$ cat src/rtl/mem_bus_arbiter_if.sv
// Signal bundle between the requesters (fetch, load unit, store buffer), the
// arbiter and the single-port memory bus. The arbiter uses the master modport.
//
// Handshake rules: a transaction is transferred on a cycle where
// bus_valid & bus_ready are both 1. Requester *_req are levels held stable
// (with address/data) until the matching *_ack pulse, or for fetch until a
// flush. Each accepted transaction returns exactly one bus_rsp_valid pulse,
// at least one cycle after acceptance.
interface mem_bus_arbiter_if #(
  parameter int ADDR_WIDTH = 32,
  parameter int DATA_WIDTH = 64
);
  localparam int MASK_WIDTH = DATA_WIDTH / 8;

  logic                  fetch_req;
  logic [ADDR_WIDTH-1:0] fetch_addr;
  logic                  fetch_ack;
  logic [DATA_WIDTH-1:0] fetch_rdata;
  logic                  fetch_flush;

  logic                  load_req;
  logic [ADDR_WIDTH-1:0] load_addr;
  logic                  load_ack;
  logic [DATA_WIDTH-1:0] load_rdata;

  logic                  store_req;
  logic [ADDR_WIDTH-1:0] store_addr;
  logic [DATA_WIDTH-1:0] store_wdata;
  logic [MASK_WIDTH-1:0] store_wmask;
  logic                  store_ack;

  logic                  bus_valid;
  logic                  bus_write;
  logic [ADDR_WIDTH-1:0] bus_addr;
  logic [DATA_WIDTH-1:0] bus_wdata;
  logic [MASK_WIDTH-1:0] bus_wmask;
  logic                  bus_ready;
  logic                  bus_rsp_valid;
  logic [DATA_WIDTH-1:0] bus_rsp_rdata;

  logic                  busy;

  modport master (
    input  fetch_req, fetch_addr, fetch_flush,
    input  load_req, load_addr,
    input  store_req, store_addr, store_wdata, store_wmask,
    input  bus_ready, bus_rsp_valid, bus_rsp_rdata,
    output fetch_ack, fetch_rdata, load_ack, load_rdata, store_ack,
    output bus_valid, bus_write, bus_addr, bus_wdata, bus_wmask, busy
  );

  modport slave (
    output fetch_req, fetch_addr, fetch_flush,
    output load_req, load_addr,
    output store_req, store_addr, store_wdata, store_wmask,
    output bus_ready, bus_rsp_valid, bus_rsp_rdata,
    input  fetch_ack, fetch_rdata, load_ack, load_rdata, store_ack,
    input  bus_valid, bus_write, bus_addr, bus_wdata, bus_wmask, busy
  );
endinterface

$ cat src/rtl/mem_bus_arbiter.sv
// Three-way arbiter (fetch / load / store) for a single-port memory bus with one
// outstanding transaction, fetch anti-starvation, and flush-driven fetch discard.
module mem_bus_arbiter #(
  parameter int ADDR_WIDTH   = 32,
  parameter int DATA_WIDTH   = 64,
  parameter int STARVE_LIMIT = 4
) (
  input  logic                clk,
  input  logic                rst,
  mem_bus_arbiter_if.master   arb,
  output logic                dbg_state,
  output logic [1:0]          dbg_owner,
  output logic [3:0]          dbg_starve_cnt
);
  localparam int MASK_WIDTH = DATA_WIDTH / 8;
  localparam logic [3:0] STARVE_LIM = 4'(STARVE_LIMIT);

  typedef enum logic {ST_IDLE, ST_WAIT_RSP} state_t;
  typedef enum logic [1:0] {OWN_NONE, OWN_FETCH, OWN_LOAD, OWN_STORE} owner_t;

  state_t     state;
  owner_t     owner;
  owner_t     winner;
  logic       discard;
  logic [3:0] starve_cnt;

  logic                  fetch_elig;
  logic                  bus_valid_c;
  logic                  bus_write_c;
  logic [ADDR_WIDTH-1:0] bus_addr_c;
  logic [DATA_WIDTH-1:0] bus_wdata_c;
  logic [MASK_WIDTH-1:0] bus_wmask_c;
  logic                  accept;
  logic                  rsp_fire;
  logic                  fetch_ack_c;
  logic                  load_ack_c;
  logic                  store_ack_c;

  // A fetch being flushed this cycle is masked out of arbitration entirely.
  always_comb begin
    fetch_elig = arb.fetch_req & ~arb.fetch_flush;
    winner     = OWN_NONE;
    if (fetch_elig && (starve_cnt >= STARVE_LIM)) winner = OWN_FETCH;
    else if (arb.store_req)                       winner = OWN_STORE;
    else if (arb.load_req)                        winner = OWN_LOAD;
    else if (fetch_elig)                          winner = OWN_FETCH;
  end

  always_comb begin
    bus_valid_c = 1'b0;
    bus_write_c = 1'b0;
    bus_addr_c  = '0;
    bus_wdata_c = '0;
    bus_wmask_c = '0;
    if (!rst && state == ST_IDLE) begin
      case (winner)
        OWN_STORE: begin
          bus_valid_c = 1'b1;
          bus_write_c = 1'b1;
          bus_addr_c  = arb.store_addr;
          bus_wdata_c = arb.store_wdata;
          bus_wmask_c = arb.store_wmask;
        end
        OWN_LOAD: begin
          bus_valid_c = 1'b1;
          bus_addr_c  = arb.load_addr;
        end
        OWN_FETCH: begin
          bus_valid_c = 1'b1;
          bus_addr_c  = arb.fetch_addr;
        end
        default: ;
      endcase
    end
  end

  assign accept   = bus_valid_c & arb.bus_ready;
  // Responses outside WAIT_RSP are protocol errors and never reach a requester.
  assign rsp_fire = ~rst & (state == ST_WAIT_RSP) & arb.bus_rsp_valid;

  assign fetch_ack_c = rsp_fire & (owner == OWN_FETCH) & ~discard & ~arb.fetch_flush;
  assign load_ack_c  = rsp_fire & (owner == OWN_LOAD);
  assign store_ack_c = rsp_fire & (owner == OWN_STORE);

  assign arb.bus_valid   = bus_valid_c;
  assign arb.bus_write   = bus_write_c;
  assign arb.bus_addr    = bus_addr_c;
  assign arb.bus_wdata   = bus_wdata_c;
  assign arb.bus_wmask   = bus_wmask_c;
  assign arb.fetch_ack   = fetch_ack_c;
  assign arb.fetch_rdata = fetch_ack_c ? arb.bus_rsp_rdata : '0;
  assign arb.load_ack    = load_ack_c;
  assign arb.load_rdata  = load_ack_c ? arb.bus_rsp_rdata : '0;
  assign arb.store_ack   = store_ack_c;
  assign arb.busy        = (state == ST_WAIT_RSP);

  assign dbg_state      = (state == ST_WAIT_RSP);
  assign dbg_owner      = owner;
  assign dbg_starve_cnt = starve_cnt;

  always_ff @(posedge clk) begin
    if (rst) begin
      state      <= ST_IDLE;
      owner      <= OWN_NONE;
      discard    <= 1'b0;
      starve_cnt <= '0;
    end else begin
      case (state)
        ST_IDLE: begin
          if (accept) begin
            state <= ST_WAIT_RSP;
            owner <= winner;
          end
        end
        ST_WAIT_RSP: begin
          if (arb.bus_rsp_valid) begin
            state   <= ST_IDLE;
            owner   <= OWN_NONE;
            discard <= 1'b0;
          end else if (arb.fetch_flush && owner == OWN_FETCH) begin
            discard <= 1'b1;
          end
        end
        default: state <= ST_IDLE;
      endcase

      // Counts non-fetch wins while fetch waits; saturates so it cannot wrap.
      if (!arb.fetch_req) begin
        starve_cnt <= '0;
      end else if (accept) begin
        if (winner == OWN_FETCH)     starve_cnt <= '0;
        else if (starve_cnt != 4'hF) starve_cnt <= starve_cnt + 4'd1;
      end
    end
  end
endmodule

$ cat src/flat_wrapper.sv
// flat-port wrapper written by rule: the top's interface ports become plain ports
module mem_bus_arbiter_flat 
#(
  parameter int ADDR_WIDTH   = 32,
  parameter int DATA_WIDTH   = 64,
  parameter int STARVE_LIMIT = 4
)
  (clk, rst, dbg_state, dbg_owner, dbg_starve_cnt, arb_fetch_req, arb_fetch_addr, arb_fetch_flush, arb_load_req, arb_load_addr, arb_store_req, arb_store_addr, arb_store_wdata, arb_store_wmask, arb_bus_ready, arb_bus_rsp_valid, arb_bus_rsp_rdata, arb_fetch_ack, arb_fetch_rdata, arb_load_ack, arb_load_rdata, arb_store_ack, arb_bus_valid, arb_bus_write, arb_bus_addr, arb_bus_wdata, arb_bus_wmask, arb_busy);
  mem_bus_arbiter_if #(.ADDR_WIDTH(ADDR_WIDTH), .DATA_WIDTH(DATA_WIDTH)) arb_i ();
  input  logic clk;
  input  logic rst;
  output logic dbg_state;
  output logic [1:0] dbg_owner;
  output logic [3:0] dbg_starve_cnt;
  input wire logic [$bits(arb_i.fetch_req)-1:0] arb_fetch_req;
  input wire logic [$bits(arb_i.fetch_addr)-1:0] arb_fetch_addr;
  input wire logic [$bits(arb_i.fetch_flush)-1:0] arb_fetch_flush;
  input wire logic [$bits(arb_i.load_req)-1:0] arb_load_req;
  input wire logic [$bits(arb_i.load_addr)-1:0] arb_load_addr;
  input wire logic [$bits(arb_i.store_req)-1:0] arb_store_req;
  input wire logic [$bits(arb_i.store_addr)-1:0] arb_store_addr;
  input wire logic [$bits(arb_i.store_wdata)-1:0] arb_store_wdata;
  input wire logic [$bits(arb_i.store_wmask)-1:0] arb_store_wmask;
  input wire logic [$bits(arb_i.bus_ready)-1:0] arb_bus_ready;
  input wire logic [$bits(arb_i.bus_rsp_valid)-1:0] arb_bus_rsp_valid;
  input wire logic [$bits(arb_i.bus_rsp_rdata)-1:0] arb_bus_rsp_rdata;
  output wire logic [$bits(arb_i.fetch_ack)-1:0] arb_fetch_ack;
  output wire logic [$bits(arb_i.fetch_rdata)-1:0] arb_fetch_rdata;
  output wire logic [$bits(arb_i.load_ack)-1:0] arb_load_ack;
  output wire logic [$bits(arb_i.load_rdata)-1:0] arb_load_rdata;
  output wire logic [$bits(arb_i.store_ack)-1:0] arb_store_ack;
  output wire logic [$bits(arb_i.bus_valid)-1:0] arb_bus_valid;
  output wire logic [$bits(arb_i.bus_write)-1:0] arb_bus_write;
  output wire logic [$bits(arb_i.bus_addr)-1:0] arb_bus_addr;
  output wire logic [$bits(arb_i.bus_wdata)-1:0] arb_bus_wdata;
  output wire logic [$bits(arb_i.bus_wmask)-1:0] arb_bus_wmask;
  output wire logic [$bits(arb_i.busy)-1:0] arb_busy;
  assign arb_i.fetch_req = arb_fetch_req;
  assign arb_i.fetch_addr = arb_fetch_addr;
  assign arb_i.fetch_flush = arb_fetch_flush;
  assign arb_i.load_req = arb_load_req;
  assign arb_i.load_addr = arb_load_addr;
  assign arb_i.store_req = arb_store_req;
  assign arb_i.store_addr = arb_store_addr;
  assign arb_i.store_wdata = arb_store_wdata;
  assign arb_i.store_wmask = arb_store_wmask;
  assign arb_i.bus_ready = arb_bus_ready;
  assign arb_i.bus_rsp_valid = arb_bus_rsp_valid;
  assign arb_i.bus_rsp_rdata = arb_bus_rsp_rdata;
  assign arb_fetch_ack = arb_i.fetch_ack;
  assign arb_fetch_rdata = arb_i.fetch_rdata;
  assign arb_load_ack = arb_i.load_ack;
  assign arb_load_rdata = arb_i.load_rdata;
  assign arb_store_ack = arb_i.store_ack;
  assign arb_bus_valid = arb_i.bus_valid;
  assign arb_bus_write = arb_i.bus_write;
  assign arb_bus_addr = arb_i.bus_addr;
  assign arb_bus_wdata = arb_i.bus_wdata;
  assign arb_bus_wmask = arb_i.bus_wmask;
  assign arb_busy = arb_i.busy;
  mem_bus_arbiter #(.ADDR_WIDTH(ADDR_WIDTH), .DATA_WIDTH(DATA_WIDTH), .STARVE_LIMIT(STARVE_LIMIT)) u_core (.clk(clk), .rst(rst), .arb(arb_i), .dbg_state(dbg_state), .dbg_owner(dbg_owner), .dbg_starve_cnt(dbg_starve_cnt));
endmodule
$ cat config.mk
export PLATFORM = sky130hd
export DESIGN_NAME = mem_bus_arbiter_flat
export DESIGN_NICKNAME = d
export VERILOG_FILES = /design/src/rtl/mem_bus_arbiter_if.sv /design/src/rtl/mem_bus_arbiter.sv /design/src/flat_wrapper.sv
export SDC_FILE = /design/constraint.sdc
export NUM_CORES = 1
export LEC_CHECK = 0
export CORE_AREA = 3 3 186 188
export CTS_CLUSTER_DIAMETER = 40
export DETAILED_ROUTE_END_ITERATION = 12
export DIE_AREA = 0 0 189 191
export PLACE_DENSITY = 0.39
export SYNTH_ARGS = -nofsm -noshare
export SYNTH_HDL_FRONTEND = slang
export SYNTH_SLANG_ARGS = --single-unit
$ cat constraint.sdc
create_clock -name clk -period 1.8 [get_ports clk]
set_input_delay 0.18 -clock clk [delete_from_list [all_inputs] [get_ports clk]]
set_output_delay 0.18 -clock clk [all_outputs]
set_load 0.1 [all_outputs]
==> metrics list <==
* Area taken by multi-input logic gates: about 3000 um^2
* Setup TNS: -53.15 ns
- Worst hold path type: in -> reg
- When the netlist entered floorplanning its net count stood at 613.
* Core Rows: 67
- After floorplanning, the core was sized to cover 33300 um^2.
* Final Setup Violations: 235
- At the later pin of the worst-skew pair, clock insertion delay measures 0.24 ns.
- Hold Worst Slack: 0.445 ns
- Ratio of cells with drive above 1 in the final layout: around two thirds
* Overall die width: roughly 190 um
- Data on the critical path is required at its endpoint by 1.62 ns.
- The slowest stage of the critical path belongs to the cell sky130_fd_sc_hd__or4_4.
* Floorplan die height: 191 um
- The max-slew violation count came to 0.
- Post-detailed-route count of antenna-violating nets: 0
* Number of buffers created by CTS: 3
* Final std cells w/o fill: 1351
* Hold Crit Depth: 3
- The setup path with the least slack is of type reg -> out.
- Number of sinks driven by the clock tree: 8
- Share of total power consumed by net switching: 47.8%
- Global routing finished with a remaining overflow of 0.
* Wire length of the first global-routing pass: 37700 um
* Avg Inst Size Synth: 6.48 um^2
- Detailed Routing Iterations Pass 1: 5
- For this configuration, the core starts out at a cell density of just over 7%.
- Hold repair after CTS inserted 0 buffers.
- Number of DRC violations after detailed routing: 0
- Internal power comes to 0.00176 W.
* Worst R2R Path Depth: 4
- Setup repair after global routing missed its margin: true
* Logic pwr share: between 80% and 90%
- During synthesis, Yosys emitted a total of 0 warnings.
* Peak supply drop: roughly 0.23 mV
* Worst max-slew margin expressed relative to the limit: 63.6%
- Crit end category: output port
- Fill cells in the final layout number approximately 3300.
- Worst path buffer plus inverter count: 3
- Max-cap viol count: 0
* Crit-path max FO: 16
- Min Clock Period, post-route: 2.10 ns
- Gr usage total: 13.8%
* Estimated wirelength of the detail-placed design: between 20000 and 25000 um
- Deepest clock path buffer count: 2
- Clock root buffer: sky130_fd_sc_hd__clkbuf_16
* Worst path setup slack after routing: -0.302 ns
- Sw power: 0.00161 W
- Summing the sequential cell areas from Yosys gives 6.64% of the chip area.
* Clock Pin Slew Worst Setup and Hold Paths: 0.04 ns
* Pin count of the biggest net entering global routing: 34
* Post-synthesis to final-layout area growth: 408%
* Top achievable clock speed: 0.476 GHz
- Counting flops and latches in the post-synthesis netlist gives 8.
- Routability-driven placement finished with a final weighted congestion of 0.746.
- Timing analysis after detailed placement gives a worst setup slack of -0.537 ns.
* Final clock period utilization by the worst path: 117%
- The number of hold violations in the final report is 0.
- In this run the number of H-tree levels came out at 1.
- Via count of the first global-routing pass: 5326
* Number of standard cells after synthesis: 372
* TritonCTS clock tree: yes
- Full die area: about 36000 um^2
* Wirelength, routed: 27100 um
* Result of the run: complete, but fails checks
- PD cells: ~280 nW/um^2
* Count of nets after finishing: 1144
- Number of vias per cell: roughly 3.7
* Startpoint type of the worst setup path: register
- In this design, the largest share of critical-path delay is due to simple AND/OR/NAND/NOR gates.
- Total power for the finished layout comes to 0.00338 W.
* Crit path DAT: roughly 1.9 ns
- Register share of total power: 5.5%
- The critical path runs through a total of 6 cells.
* Standby leakage power: 4.80 nW
- The final route contains between 5000 and 6000 vias.
- During placement, the flow inserted port buffers numbering 484.
- 485 I/O pins were placed.
* Transition time of the tightest slew-check pin: 0.547 ns
- On the final layout, the worst clock skew is 0.00226 ns.
* Wirelength per Cell: between 20 and 25 um
- Counting tap cells, the placed design contains a total of 1338 instances.
* Cell chain of the critical path: or4_4 > nor3_4 > buf_6 > buf_16 > and2_4 > buf_12
- Number of distinct library cell variants in the gate-level netlist after synthesis: 32
- The final reports fail on setup timing.
- Violation count after the first detailed-routing iteration: 178
* Clock network fraction of total power: 11.7%
- The initial antenna violation count came to 2.
- Highest cell delay on the worst timing path: 0.52 ns
- Synthesized cell area: 2410 um^2
- The sequential cells in the finished layout cover a total of roughly 180 um^2.
flip-flops by register name, summed over array words and instances, names as in the netlist:
name	flops
u_core.dbg_owner	2
u_core.dbg_starve_cnt	4
u_core.arb.busy	1
u_core.discard	1
kinds of logic after synthesis:
family	share of synthesized area (%)
and+or+nand+nor	63.9
adders and majority gates	0.519
AOI/OAI and AO/OA	18.6
buffers and inverters	10.4
DFF	6.64
worst reg2reg max path: stages, from the launching register on:
cell                       delay, ns
sky130_fd_sc_hd__dfxtp_4        0.38
sky130_fd_sc_hd__nor2_4         0.21
sky130_fd_sc_hd__o211ai_1       0.24
sky130_fd_sc_hd__or4b_1         0.55
sky130_fd_sc_hd__a21oi_1        0.15
through the flow:
stage	util, %	cell area (um^2)
6_report	36.8	12300
5_1_grt	36.8	12300
4_1_cts	37.0	12300
3_5_place_dp	35.4	11800
3_3_place_gp	35.4	11800
2_1_floorplan	-	3560
synthesized netlist by cell type, drive strengths merged:
cell type | instances | area (um^2)
and2b | 1 | 7.51
nor2 | 37 | 139
or3 | 1 | 6.26
or2 | 2 | 12.5
ha | 1 | 12.5
a31oi | 1 | 6.26
a211oi | 4 | 30.0
nor3 | 3 | 20.0
or4 | 3 | 22.5
a222oi | 32 | 320
buf | 16 | 116
dfxtp | 8 | 160
inv | 5 | 18.8
o32ai | 1 | 8.76
nand2 | 3 | 11.3
o211ai | 1 | 7.51
clkbuf | 29 | 115
nand3 | 2 | 10.0
a41oi | 1 | 8.76
and2 | 129 | 807
a21oi | 7 | 35.0
o21ai | 4 | 20.0
nand2b | 4 | 25.0
a21boi | 1 | 11.3
and3 | 73 | 457
nor4 | 2 | 12.5
or4b | 1 | 10.0
final cells by class:
cell class              count  share of cell area [%]
well taps                 448                    4.57
flip-flops and latches      8                    1.48
repair buffers            571                    68.4
multi-input cells         314                    24.7
inverters                   5                   0.184
diodes                      1                  0.0204
clock buffers               4                   0.643
layer usage:
| layer | up-vias | global-route usage [%] | part of all wire, % |
|---|---|---|---|
| met5 | - | 0 | 0.044 |
| met4 | 2 | 0.974 | 0.32 |
| met3 | 6 | 5.01 | 11 |
| met2 | 298 | 26.6 | 54 |
| met1 | 2323 | 15.1 | 35 |
| li1 | 2399 | - | - |
path summary, 6_finish.rpt:
check | startpoint | to | slack (ns)
min | arb_bus_rsp_valid | u_core.discard | 0.44
min reg2reg | u_core.dbg_starve_cnt[1] | u_core.dbg_starve_cnt[1] | 0.49
max | u_core.dbg_owner[1] | arb_fetch_rdata[58] | -0.30
max reg2reg | u_core.arb.busy | u_core.dbg_starve_cnt[1] | 0.19
cells in the final DEF, fill, tap and decap left out, types with 3 or more instances in the layout:
cell type,instances
sky130_fd_sc_hd__buf_16,8
sky130_fd_sc_hd__and3_4,72
sky130_fd_sc_hd__a222oi_1,32
sky130_fd_sc_hd__dfxtp_4,5
sky130_fd_sc_hd__buf_4,51
sky130_fd_sc_hd__o21ai_0,3
sky130_fd_sc_hd__a211oi_1,4
sky130_fd_sc_hd__nand2b_1,3
sky130_fd_sc_hd__buf_12,257
sky130_fd_sc_hd__clkbuf_16,6
sky130_fd_sc_hd__and2_4,129
sky130_fd_sc_hd__clkdlybuf4s50_1,233
sky130_fd_sc_hd__buf_6,10
sky130_fd_sc_hd__dlygate4sd2_1,6
sky130_fd_sc_hd__a21oi_1,5
sky130_fd_sc_hd__nor2_1,3
sky130_fd_sc_hd__nor2_4,34
power groups by stage:
stage / Sequential, W / Combinational, W / Clock (W)
final: 0.000185 / 0.00280 / 0.000397
after global routing: 0.000186 / 0.00290 / 0.000410
after CTS: 0.000186 / 0.00285 / 0.000406
after detailed placement: 0.000188 / 0.00279 / 0
after global placement: 0.000188 / 0.00279 / 0
after floorplan: 0.000223 / 0.00133 / 0
what timing repair did:
action / in CTS / in global routing
resized for setup: 34 / 5
pin swaps: 18 / 31
setup buffers: 11 / 1
hold endpoints to repair: 0 / 0
endpoints found under the setup margin: 242 / 238
cloned: 10 / 3
Note: power is estimated with default switching activity, not from simulation.
